[src/rtl/dk_discrete_mixer.sv]
// dk_discrete_mixer: sequential mixer for the discrete sound generators.
// On each audio_clk_en strobe every channel is snapshotted. One shared
// multiplier then applies a fixed per-channel gain, one channel per cycle,
// and the saturated sum is presented on out with a one-cycle out_valid pulse.
// Optional feature macro: DK_MIXER_DC_BLOCK_EN adds a one-pole DC blocker
// stage (DCB) between saturation and the output register.
module dk_discrete_mixer #(
    parameter int NUM_CHANNELS = 4,
    parameter int GAIN_WIDTH   = 8,
    parameter logic [NUM_CHANNELS*GAIN_WIDTH-1:0] GAINS = {4{8'h80}},
    parameter int DC_SHIFT     = 10
) (
    input  logic                       clk,
    input  logic                       I_RST,
    input  logic                       audio_clk_en,
    input  logic [NUM_CHANNELS*16-1:0] in_samples,
    output logic [15:0]                out,
    output logic                       out_valid,
    output logic                       overrun
);

    localparam int CNT_W  = $clog2(NUM_CHANNELS);
    localparam int IDX_W  = (NUM_CHANNELS > 1) ? $clog2(NUM_CHANNELS) : 1;
    localparam int PROD_W = 16 + GAIN_WIDTH + 1;
    localparam int ACC_W  = 16 + GAIN_WIDTH + 1 + CNT_W;

    localparam logic signed [ACC_W-1:0] SAT_MAX = ACC_W'(32767);
    localparam logic signed [ACC_W-1:0] SAT_MIN = ACC_W'(-32768);

`ifdef DK_MIXER_DC_BLOCK_EN
    typedef enum logic [1:0] {S_IDLE, S_ACCUM, S_SAT, S_DCB} state_t;
`else
    typedef enum logic [1:0] {S_IDLE, S_ACCUM, S_SAT} state_t;
`endif

    state_t state_reg;
    state_t state_next;

    logic signed [15:0]       snap_reg [NUM_CHANNELS];
    logic [GAIN_WIDTH-1:0]    gain_arr [NUM_CHANNELS];
    logic signed [ACC_W-1:0]  acc_reg;
    logic [IDX_W-1:0]         idx_reg;

    logic                     start;
    logic                     idx_last;
    logic signed [15:0]       cur_sample;
    logic [GAIN_WIDTH-1:0]    cur_gain;
    logic signed [PROD_W-1:0] prod;
    logic signed [ACC_W-1:0]  scaled;
    logic signed [15:0]       sat_val;

    assign start    = (state_reg == S_IDLE) && audio_clk_en;
    assign idx_last = (idx_reg == IDX_W'(NUM_CHANNELS - 1));

    // Per-channel snapshot registers and unpacked view of the gain vector
    genvar gi;
    generate
        for (gi = 0; gi < NUM_CHANNELS; gi++) begin : g_chan
            assign gain_arr[gi] = GAINS[gi*GAIN_WIDTH +: GAIN_WIDTH];

            // Capture this channel only when a strobe is accepted in IDLE
            always_ff @(posedge clk or posedge I_RST) begin
                if (I_RST) begin
                    snap_reg[gi] <= '0;
                end else if (start) begin
                    snap_reg[gi] <= in_samples[gi*16 +: 16];
                end
            end
        end
    endgenerate

    // Shared multiplier: signed sample times zero-extended (unsigned) gain
    assign cur_sample = snap_reg[idx_reg];
    assign cur_gain   = gain_arr[idx_reg];
    assign prod       = PROD_W'(cur_sample) * $signed(PROD_W'({1'b0, cur_gain}));

    // Rescale from Q1.(GAIN_WIDTH-1) (floor) and clamp to 16-bit signed range
    always_comb begin
        scaled  = acc_reg >>> (GAIN_WIDTH - 1);
        sat_val = scaled[15:0];
        if (scaled > SAT_MAX) begin
            sat_val = 16'sh7FFF;
        end else if (scaled < SAT_MIN) begin
            sat_val = 16'sh8000;
        end
    end

    // State register
    always_ff @(posedge clk or posedge I_RST) begin
        if (I_RST) begin
            state_reg <= S_IDLE;
        end else begin
            state_reg <= state_next;
        end
    end

    // Next-state logic: IDLE -> ACCUM (N cycles) -> SAT [-> DCB] -> IDLE
    always_comb begin
        state_next = state_reg;
        case (state_reg)
            S_IDLE:  if (audio_clk_en) state_next = S_ACCUM;
            S_ACCUM: if (idx_last) state_next = S_SAT;
`ifdef DK_MIXER_DC_BLOCK_EN
            S_SAT:   state_next = S_DCB;
            S_DCB:   state_next = S_IDLE;
`else
            S_SAT:   state_next = S_IDLE;
`endif
            default: state_next = S_IDLE;
        endcase
    end

    // Accumulator and channel index; the accumulator is wide enough never to wrap
    always_ff @(posedge clk or posedge I_RST) begin
        if (I_RST) begin
            acc_reg <= '0;
            idx_reg <= '0;
        end else if (start) begin
            acc_reg <= '0;
            idx_reg <= '0;
        end else if (state_reg == S_ACCUM) begin
            acc_reg <= acc_reg + ACC_W'(prod);
            idx_reg <= idx_reg + IDX_W'(1);
        end
    end

    // Sticky overrun: a strobe seen in any state other than IDLE is dropped
    always_ff @(posedge clk or posedge I_RST) begin
        if (I_RST) begin
            overrun <= 1'b0;
        end else if (audio_clk_en && (state_reg != S_IDLE)) begin
            overrun <= 1'b1;
        end
    end

`ifdef DK_MIXER_DC_BLOCK_EN
    logic signed [15:0] x_reg;
    logic signed [15:0] x_prev_reg;
    logic signed [31:0] y_prev_reg;
    logic signed [31:0] y_next;
    logic signed [15:0] y_sat;

    // One-pole high-pass: y = x - x_prev + y_prev - y_prev/2^DC_SHIFT
    always_comb begin
        y_next = 32'(x_reg) - 32'(x_prev_reg) + y_prev_reg - (y_prev_reg >>> DC_SHIFT);
        y_sat  = y_next[15:0];
        if (y_next > 32'sd32767) begin
            y_sat = 16'sh7FFF;
        end else if (y_next < -32'sd32768) begin
            y_sat = 16'sh8000;
        end
    end

    // Hold the saturated mix for one cycle, then filter it; y_prev keeps full precision
    always_ff @(posedge clk or posedge I_RST) begin
        if (I_RST) begin
            x_reg      <= '0;
            x_prev_reg <= '0;
            y_prev_reg <= '0;
        end else if (state_reg == S_SAT) begin
            x_reg <= sat_val;
        end else if (state_reg == S_DCB) begin
            x_prev_reg <= x_reg;
            y_prev_reg <= y_next;
        end
    end

    // Output register: updated and pulsed from the DCB stage
    always_ff @(posedge clk or posedge I_RST) begin
        if (I_RST) begin
            out       <= '0;
            out_valid <= 1'b0;
        end else begin
            out_valid <= 1'b0;
            if (state_reg == S_DCB) begin
                out       <= y_sat;
                out_valid <= 1'b1;
            end
        end
    end
`else
    // Output register: updated and pulsed directly from the SAT stage
    always_ff @(posedge clk or posedge I_RST) begin
        if (I_RST) begin
            out       <= '0;
            out_valid <= 1'b0;
        end else begin
            out_valid <= 1'b0;
            if (state_reg == S_SAT) begin
                out       <= sat_val;
                out_valid <= 1'b1;
            end
        end
    end
`endif

endmodule

[config.mk]
export PLATFORM = sky130hd
export DESIGN_NAME = dk_discrete_mixer
export DESIGN_NICKNAME = d
export VERILOG_FILES = /design/src/rtl/dk_discrete_mixer.sv
export SDC_FILE = /design/constraint.sdc
export NUM_CORES = 1
export LEC_CHECK = 0
export CAP_MARGIN = 20
export CORE_MARGIN = 8
export CORE_UTILIZATION = 45
export DETAILED_ROUTE_END_ITERATION = 8
export MAX_ROUTING_LAYER = met4
export PLACE_DENSITY = 0.69
export SKIP_CTS_REPAIR_TIMING = 1
export SYNTH_ARGS = -nofsm -noshare
export SYNTH_HDL_FRONTEND = slang
export SYNTH_SLANG_ARGS = --single-unit
[constraint.sdc]
create_clock -name clk -period 4 [get_ports clk]
set_clock_uncertainty 0.1 [all_clocks]
set_input_delay 0.6 -clock clk [delete_from_list [all_inputs] [get_ports clk]]
set_output_delay 0.6 -clock clk [all_outputs]
set_load 0.01 [all_outputs]
# Yosys cells after proc, flatten, opt, wreduce, memory -nomap -nowiden
# Index checks and enable logic that the tools add are counted.
dict set report word_totals {
  inputBits 67
  register_bits 113
}
dict set report op_classes {
  mul 1
  reduce_logical 6
  n_bitwise 1
  order_cmp 3
  n_eq_ne 5
  mux 16
  addsub 2
}
# op count
set op_table {}
lappend op_table {{2-to-1 mux 16 bit} 4}
lappend op_table {{2-to-1 mux 27 bit} 2}
lappend op_table {{binary-select mux 16 bit (select 2 bit)} 1}
lappend op_table {{adder 27 x 25 -> 27 bit} 1}
lappend op_table {{multiplier 16 x 9 -> 25 bit} 1}
lappend op_table {{greater-than comparator 20 x 16 -> 1 bit (second input constant)} 1}
lappend op_table {{less-than comparator 20 x 16 -> 1 bit (second input constant)} 1}
lappend op_table {{binary-select mux 8 bit (select 2 bit)} 1}
lappend op_table {{2-to-1 mux 8 bit} 2}
lappend op_table {{2-to-1 mux 2 bit} 4}
lappend op_table {{== test 2 bit (second input constant)} 2}
lappend op_table {{inequality test 2 bit (second input constant)} 2}
lappend op_table {{one-hot mux 2 bit (2 select lines)} 1}
lappend op_table {{nonzero test 2 bit} 2}
lappend op_table {{>= comparator 3 bit (second input constant)} 1}
lappend op_table {{NOT 2 -> 3 bit} 1}
lappend op_table {{adder 2 x 1 -> 2 bit (second input constant)} 1}
lappend op_table {{== test 2 x 1 -> 1 bit (second input constant)} 1}
lappend op_table {{logical AND 1 bit} 2}
lappend op_table {{logical NOT 2 bit} 1}
lappend op_table {{AND reduction 2 bit} 1}
lappend op_table {{2-to-1 mux 1 bit} 1}

# Logic depth before layout (Yosys ltp)
# Gate-level depths: netlist of run 1.
dict set report depth {
  word_depth 8
  depth_mapped 11
  mapped_depth_nobuf 10
}

# Worst setup path before layout of run 1
# Ideal clock, no wire load.
dict set report synth_path {
  path_type {register to register}
  from {register idx_reg[0]}
  to {register acc_reg[24]}
  slack_ps 363
  n_path_buf 1
  setup_ps 121
  path_stages_with_launch 12
  arrival_time_ps 3416
  period_less_slack_ps 3637
  path_cell_list {dfrtp_1 > buf_2 > mux4_2 > ha_1 > ha_1 > fa_1 > a21o_2 > a221o_1 > a221o_1 > a311oi_2 > xnor2_1 > a22o_1}
}
dict set report synth_between {
  elab_chain_cells 8
  word_cells_on_any_way 11
  classes_between {1 x add/sub; 1 x mul; 8 x mux; 1 x bitwise}
}
# element line
set synth_rtl {}
lappend synth_rtl {{from (decl)} 42} ;# logic [IDX_W-1:0] idx_reg;
lappend synth_rtl {{from (signal assigned)} 123} ;# idx_reg <= idx_reg + IDX_W'(1);
lappend synth_rtl {{NOT 2 -> 3 bit (implied by the code) *} {73, 74}}
lappend synth_rtl {{binary-select mux 16 bit (select 2 bit) / binary-select mux 8 bit (select 2 bit) (equally long branches)} {73, 74}}
lappend synth_rtl {{2-to-1 mux 16 bit (implied by the code) / 2-to-1 mux 8 bit (equally long branches) (2 in a row)} {73, 74}}
lappend synth_rtl {{multiplier 16 x 9 -> 25 bit *} 75} ;# assign prod = PROD_W'(cur_sample) * $signed(PROD_W'({1'b0, cur_gain}));
lappend synth_rtl {{adder 27 x 25 -> 27 bit *} 122} ;# acc_reg <= acc_reg + ACC_W'(prod);
lappend synth_rtl {{2-to-1 mux 27 bit *} 121} ;# end else if (state_reg == S_ACCUM) begin
lappend synth_rtl {{2-to-1 mux 27 bit *} 118} ;# end else if (start) begin
lappend synth_rtl {{to (signal assigned)} 122}
lappend synth_rtl {{to (decl)} 41} ;# logic signed [ACC_W-1:0] acc_reg;
# Every way passes the cells marked *; elsewhere a longest branch is shown, timed or not. The select of a mux whose other input is x is not followed.
# A chain may end at the register's enable or synchronous reset.

# Worst setup path after layout of run 1
# Same ends and word-level chain as after synthesis.

==> run summary, run 1 <==
Status: finished, final reports clean
Die area: 15,900 um^2
Global-route wire length before repair: 20,800 um
CTS Sinks: 106
Setup slack, reg-to-reg: 0.22 ns
Initial Util: 0.458
Required @ worst endpoint: 4.14 ns
Die Y: 126 um
Port Buffers: 84
Final min period: 3.78 ns
Count of final setup violators: 0
Sequential share of the synthesized area: 0.486
Vias: 3,809
Yosys top cell area share: 0.486
Area leader, netlist: dfrtp_1
Max Slew Vio Count: 0
GRT overflow: 0
WL final: 12,100 um
Clock Latency Late Sink: 0.35 ns
GPL Wtd Cong: 0.826
Mapped Nets: 561
DRT Pass-1 Iters: 4
Maximum root-to-sink buffer count: 2
Initial antenna violation count: 0
Ratio of cells with drive above 1 in the final layout: 0.202
Netlist Area Pre-Place: 5460 um^2
Critical Path Source: idx_reg[0]
Vias in the first global route: 4,092
Gr usage total: 0.166
Core area: 11,900 um^2
CP Class: flip-flop to flip-flop
Mapped Cells: 455
Worst Setup Start Kind: flip-flop
I/O Pins: 85
CTS H-Tree Depth: 3
Max FFs per register: 64
Area contributors post-synth: dfrtp_1, mux2_2, ha_1
Met3 usage: 0.0312
Worst r2r path cells: 10
Worst setup path endpoint: acc_reg[24]
Nets: 640
Top_reg_cell synth: dfrtp_1
CTS tree: done
Setup TNS: 0 ns
Setup crit end kind: flip-flop
Fmax: 0.265 GHz
RSZ-0062 raised after global routing: no
Final Cycle Share: 0.944
Max-cap violations: 0
DRC errors left: 0
DP Worst Slack: 0.249 ns
Warnings, synthesis: 0
R2R Path Start: idx_reg[0]
Max_slew headroom: 0.453
Wire length per cell: 17.7 um
Post-route worst setup slack: 0.224 ns
Core Rows: 40
Worst hold path type: flip-flop to flip-flop
Routed Antenna Nets: 0
EDFF count, synth: 0
Area delta synth->final: 24.4%
TritonCTS Buffers: 9
Worst vdd rail ir drop: 0.335 mV
Syn Area/Cell: 12.0 um^2
PD cells: 1060 nW/um^2
DP Wirelength: 9090 um
Total power: 7.18 mW
Fin. Hold Viols: 0
GRT Max-Usage Layer: met2
Iter 0 DRT Violations: 207
Clk slew on worst S/H paths: 0.07 ns
Clk root buf: clkbuf_16
Met1 usage: 0.220
Fillers: 1,030
Die width: 126 um
M2 GR Usage: 0.249
Largest net degree at the start of global routing: 84
Worst slew pin tran: 0.821 ns
Vias per cell: 5.55
FFs w/ async S/R, synth: 1.00
Crit path arrival time: 3.92 ns
Inserted Diodes: 0
#FFs+latches synth: 106
Crit path max fanout: 5
Count of unique library cells instantiated by Yosys: 49
Leakage power: 2.94 nW
RR Endpoint: acc_reg[24]
-- metrics by stage --
stage | instance area (um^2) | utilization | hold WS, ns | std cells
2_1_floorplan | 5460 | - | 0.375 | 455
3_3_place_gp | 6470 | 0.544 | 0.350 | 670
3_5_place_dp | 6470 | 0.544 | 0.356 | 670
4_1_cts | 6790 | 0.570 | 0.371 | 686
5_1_grt | 6790 | 0.570 | 0.394 | 686
6_report | 6790 | 0.570 | 0.364 | 686
-- synth_stat cells (all sizes together), types with 7 or more instances --
cell type and count:
o21ai 28, ha 38, o22ai 10, mux4 16, clkbuf 20, a21oi 20
a21o 7, dfrtp 106, mux2 64, nor2 12, nand2 66, xor2 7
-- placed cells by master, fill, tap and decap left out, types with 2 or more instances in the layout --
cell	netlist	layout
a211oi_1	3	3
a21o_1	4	4
a21o_2	3	3
a21oi_1	20	20
a221o_1	2	2
and2_0	2	2
and3_1	2	2
buf_12	0	2
buf_4	0	3
clkbuf_16	0	9
clkdlybuf4s50_1	0	84
clkinv_4	0	2
dfrtp_1	106	106
ha_1	38	38
inv_1	3	2
mux2_2	64	64
mux4_2	16	16
nand2_1	66	66
nand2b_1	4	4
nand3_1	2	2
nand4_1	4	4
nor2_1	12	12
nor3_1	2	2
o211ai_1	3	3
o21a_1	3	3
o21ai_0	27	27
o22ai_1	10	10
o31ai_1	2	2
o32ai_1	2	2
xnor2_1	5	5
xor2_1	7	7
-- cell families (layout without fill, tap and decap cells) --
family / Yosys count / in the layout / share of synthesized area
buf+inv: 25 / 109 / 0.0177
compound gates: 92 / 92 / 0.108
flops: 106 / 106 / 0.486
mux: 81 / 81 / 0.200
fa+ha+maj: 39 / 39 / 0.0908
xor+xnor: 12 / 12 / 0.0193
simple gates: 100 / 100 / 0.0789
-- worst min path at each step --
stage / from / endpoint / slack, ns / depth (start not counted)
after floorplan: snap_reg[16] / snap_reg[16] / 0.38 / 1
final: overrun / overrun / 0.36 / 1
after CTS: out[7] / out[7] / 0.37 / 2
after global placement: out[11] / out[11] / 0.35 / 2
after global routing: overrun / overrun / 0.39 / 1
after detailed placement: out[7] / out[7] / 0.36 / 2
-- where the power goes --
part	switching, mW	leakage [nW]	total, mW	internal [mW]
Clock	0.407	0.155	0.917	0.510
Combinational	2.19	1.52	4.27	2.08
Sequential	0.356	1.27	1.99	1.64
-- metal layers --
layer  share of wire  wire length (um)
met2            0.45              5510
met5               0                 0
met4           0.015               179
met1            0.49              5920
met3           0.045               542
-- critical path, cell delays in order, from the launching register on --
cell and delay (ns):
dfrtp_1 0.48, mux4_2 0.56, ha_1 0.30, ha_1 0.23, fa_1 0.40, a21o_2 0.24, a221o_1 0.41, a221o_1 0.36
a311oi_2 0.31, xnor2_1 0.10, a22o_1 0.18
-- final cells by class --
class	instances	area (um^2)	area share
repair buffers	90	915	0.135
multi-input cells	324	2710	0.400
inverters	3	13.8	0.00203
clock buffers	10	239	0.0352
flip-flops and latches	106	2650	0.391
clock inverters	6	72.6	0.0107
well taps	147	184	0.0271
Power figures use the tool's default switching activity.
==> run 2: changes to the inputs <==
- clock period: 4 -> 4.4 ns (I/O delays scaled with it)
==> run summary, run 2 (synthesis results as in run 1) <==
Status: finished, final reports clean
Max Slew Vio Count: 0
DRT Pass-1 Iters: 4
Crit path arrival time: 4.06 ns
Gr usage total: 0.159
Largest net degree at the start of global routing: 84
Max-cap violations: 0
Fin. Hold Viols: 0
Final min period: 3.92 ns
Die Y: 126 um
Die width: 126 um
Initial antenna violation count: 0
DP Cell Count: 671
Ratio of cells with drive above 1 in the final layout: 0.202
Commonest non-fill, non-tap cell in the layout: dfrtp_1
Maximum root-to-sink buffer count: 2
Worst slew pin tran: 0.857 ns
Final Cycle Share: 0.891
Routed Antenna Nets: 0
Clk root buf: clkbuf_16
CP Class: flip-flop to flip-flop
DP Wirelength: 9010 um
Nets: 641
GRT overflow: 0
Clk slew on worst S/H paths: 0.07 ns
Vias in the first global route: 3,939
Setup crit end kind: flip-flop
PD cells: 960 nW/um^2
Area delta synth->final: 24.0%
Max FFs per register: 64
DRC errors left: 0
Count of final setup violators: 0
Worst hold path type: flip-flop to flip-flop
Core area: 11,900 um^2
Worst vdd rail ir drop: 0.333 mV
Hold depth: 2
Non-Filler Instances: 686
Wire length per cell: 17.6 um
Clock Latency Late Sink: 0.35 ns
CTS H-Tree Depth: 3
CTS tree: done
WL final: 12,000 um
CTS Sinks: 106
Fillers: 1,027
Most frequent cells in the layout: dfrtp_1, clkdlybuf4s50_1, nand2_1, mux2_2, ha_1
Vias per cell: 5.48
Die area: 15,900 um^2
Total power: 6.50 mW
Initial Util: 0.458
Max_slew headroom: 0.429
Iter 0 DRT Violations: 256
Leakage power: 2.93 nW
Inserted Diodes: 0
Final instance area: 6770 um^2
Layout Utilization: 0.568
CP cell instances: buf_4 -> mux4_2 -> ha_1 -> ha_1 -> and3_2 -> a221o_1 -> a221o_1 -> a311oi_2 -> xnor2_1 -> a22o_1
CP peak stage delay: 0.61 ns
TritonCTS Buffers: 9
Global-route wire length before repair: 20,000 um
Worst Setup Start Kind: flip-flop
I/O Pins: 85
RSZ-0062 raised after global routing: no
Vias: 3,761
GPL Wtd Cong: 0.887
Worst r2r path cells: 10
Placed instance area: 6470 um^2
Core Rows: 40
Crit path max fanout: 12
Port Buffers: 84
Fmax: 0.255 GHz
Slowest CP cell: dfrtp_1
Setup TNS: 0 ns
Required @ worst endpoint: 4.54 ns
==> run 2: cell types whose count changed in the layout (fill, tap and decap cells not counted) <==
cell | previous run | this run
buf_4 | 3 | 6
buf_12 | 2 | 1
buf_6 | 1 | 0
clkbuf_8 | 1 | 0
clkinv_2 | 1 | 0
clkinv_4 | 2 | 1
clkinvlp_4 | 0 | 1
inv_6 | 1 | 2
==> run 2: worst paths after layout <==
check                           slack [ns]           end        from
worst max-delay path                  0.48   acc_reg[24]  idx_reg[0]
worst min-delay path                  0.37       out[14]     out[14]
worst max register to register        0.48   acc_reg[24]  idx_reg[0]
worst min register to register        0.37       out[14]     out[14]
max in group asynchronous             2.63  snap_reg[22]       I_RST
min in group asynchronous             0.74     out_valid       I_RST
==> run 2: worst max-delay path: cells and delay by family, from the launching register on <==
family,cells,cell delay [ns]
AO/OA/AOI/OAI,4,1.22
XOR/XNOR,1,0.11
adder cells (fa/ha/maj),2,0.67
buffers and inverters,1,0.33
flip-flops,1,0.61
multiplexers,1,0.55
AND/OR/NAND/NOR,1,0.23
==> run 2: metal layers <==
layer,global-route usage,part of all wire,up-vias
met4,0.0425,0.0099,0
met1,0.222,0.50,1830
met5,-,0,-
met2,0.230,0.44,95
met3,0.0354,0.048,8
li1,-,-,1828
==> run 2: per-stage QoR <==
step           worst slack (ns)  hold WS, ns
3_5_place_dp              0.456        0.359
3_3_place_gp              0.551        0.349
5_1_grt                   0.321        0.399
4_1_cts                   0.434        0.375
6_report                  0.479        0.369
2_1_floorplan             0.763        0.375
==> run 2: report_power, final <==
part | internal (mW) | switching [mW]
registers | 1.49 | 0.337
logic | 1.88 | 1.97
clock network | 0.447 | 0.372
total | 3.82 | 2.68
==> run 2: final cells by class <==
class	count	area [um^2]	area share
repair buffers	91	906	0.134
well taps	147	184	0.0272
multi-input cells	324	2710	0.401
clock inverters	6	75.1	0.0111
flip-flops and latches	106	2650	0.392
inverters	3	13.8	0.00203
clock buffers	9	225	0.0333
==> run 3: changes to the inputs <==
- RECOVER_POWER: default -> 100
==> run summary, run 3 (synthesis results as in run 1) <==
CP peak stage delay: 0.61 ns
DRT Pass-1 Iters: 4
TritonCTS Buffers: 9
Worst vdd rail ir drop: 0.334 mV
Clk slew on worst S/H paths: 0.07 ns
Worst slew pin tran: 2.60 ns
Inserted Diodes: 0
Fin. Hold Viols: 0
Setup slack, reg-to-reg: 0.41 ns
DP Cell Count: 671
Ratio of cells with drive above 1 in the final layout: 0.195
Setup crit end kind: flip-flop
RR Endpoint: acc_reg[24]
Leakage power: 2.94 nW
Crit path max fanout: 12
Routed Antenna Nets: 0
CTS tree: done
Largest net degree at the start of global routing: 84
Setup TNS: 0 ns
Crit path arrival time: 4.14 ns
Global-route wire length before repair: 20,000 um
CP Class: flip-flop to flip-flop
Wire length per cell: 17.5 um
GPL Wtd Cong: 0.887
Vias: 3,772
Die width: 126 um
Most frequent cells in the layout: dfrtp_1, nand2_1, mux2_2, clkdlybuf4s50_1, ha_1
Worst hold path type: flip-flop to flip-flop
Worst Setup Start Kind: flip-flop
WL final: 12,000 um
DRC errors left: 0
Max-cap violations: 2
Final min period: 3.99 ns
Commonest non-fill, non-tap cell in the layout: dfrtp_1
FF/Latch Area: 2650 um^2
Worst setup path endpoint: acc_reg[24]
GRT overflow: 0
PD cells: 958 nW/um^2
Multi-input logic area: 2700 um^2
Fmax: 0.250 GHz
Die Y: 126 um
Vias per cell: 5.50
Worst r2r path cells: 10
Core Rows: 40
Maximum root-to-sink buffer count: 2
Non-Filler Instances: 686
Iter 0 DRT Violations: 224
CP cell instances: buf_4 -> mux4_2 -> ha_1 -> ha_1 -> and3_2 -> a221o_1 -> a221o_1 -> a311oi_1 -> xnor2_1 -> a22o_1
Critical Path Source: idx_reg[0]
Nets: 641
Initial antenna violation count: 0
Vias in the first global route: 3,939
Fillers: 1,036
Max_slew headroom: -0.734
Final Cycle Share: 0.908
R2R Path Start: idx_reg[0]
Gr usage total: 0.159
CTS Sinks: 106
Port Buffers: 84
Core area: 11,900 um^2
Initial Util: 0.458
Area delta synth->final: 23.4%
Max Slew Vio Count: 154
RSZ-0062 raised after global routing: no
CTS H-Tree Depth: 3
Slowest CP cell: dfrtp_1
Clk root buf: clkbuf_16
Failing checks: max-capacitance violations, max-slew violations
Count of final setup violators: 0
Required @ worst endpoint: 4.54 ns
DP Wirelength: 9010 um
Max FFs per register: 64
Status: complete, but fails checks
Die area: 15,900 um^2
I/O Pins: 85
Clock Latency Late Sink: 0.35 ns
-- run 3: changes by cell type in the layout (fill, tap and decap cells not counted), moves of 2 or more --
cell             before  now
dlygate4sd3_1         0   20
clkdlybuf4s50_1      84   64
clkbuf_2              0    2
buf_4                 6    4
-- run 3: critical path: cells and delay by family, from the launching register on --
kind,cells,cell delay [ns]
muxes,1,0.55
AOI/OAI and AO/OA,4,1.28
and+or+nand+nor,1,0.23
adders and majority gates,2,0.67
DFF,1,0.61
buffers and inverters,1,0.34
xor gates and xnor gates,1,0.12
-- run 3: cell type report --
type / count / share of cell area
Inverter: 3 / 0.00167
Sequential cell: 106 / 0.394
Multi-Input combinational cell: 324 / 0.401
Clock inverter: 6 / 0.0111
Timing Repair Buffer: 91 / 0.131
Tap cell: 147 / 0.0273
Clock buffer: 9 / 0.0334
-- run 3: worst min path at each step --
stage | startpoint | endpoint | slack [ns] | cells past startpoint
after floorplan | snap_reg[16] | snap_reg[16] | 0.38 | 1
after global placement | overrun | overrun | 0.35 | 1
after detailed placement | out[14] | out[14] | 0.36 | 2
after CTS | out[7] | out[7] | 0.38 | 2
after global routing | out[2] | out[2] | 0.39 | 2
final | out[8] | out[8] | 0.36 | 2
-- run 3: power breakdown --
| group | switching (mW) | internal (mW) | leakage, nW |
|---|---|---|---|
| registers | 0.334 | 1.49 | 1.27 |
| clock network | 0.371 | 0.447 | 0.144 |
| logic | 1.96 | 1.85 | 1.53 |
-- run 3: metrics by stage --
step | instance area (um^2) | total power, mW | utilization | setup WS [ns] | hold WS [ns]
6_report | 6740 | 6.46 | 0.565 | 0.406 | 0.362
4_1_cts | 6770 | 6.53 | 0.568 | 0.434 | 0.375
3_3_place_gp | 6470 | 5.55 | 0.543 | 0.551 | 0.349
3_5_place_dp | 6470 | 5.68 | 0.543 | 0.456 | 0.359
2_1_floorplan | 5460 | 4.69 | - | 0.763 | 0.375
5_1_grt | 6740 | 7.01 | 0.565 | 0.250 | 0.394
-- run 3: metal layers --
metal / GRT usage / part of all wire
met1: 0.222 / 0.51
met2: 0.230 / 0.44
met3: 0.0354 / 0.041
met4: 0.0425 / 0.012
met5: - / 0
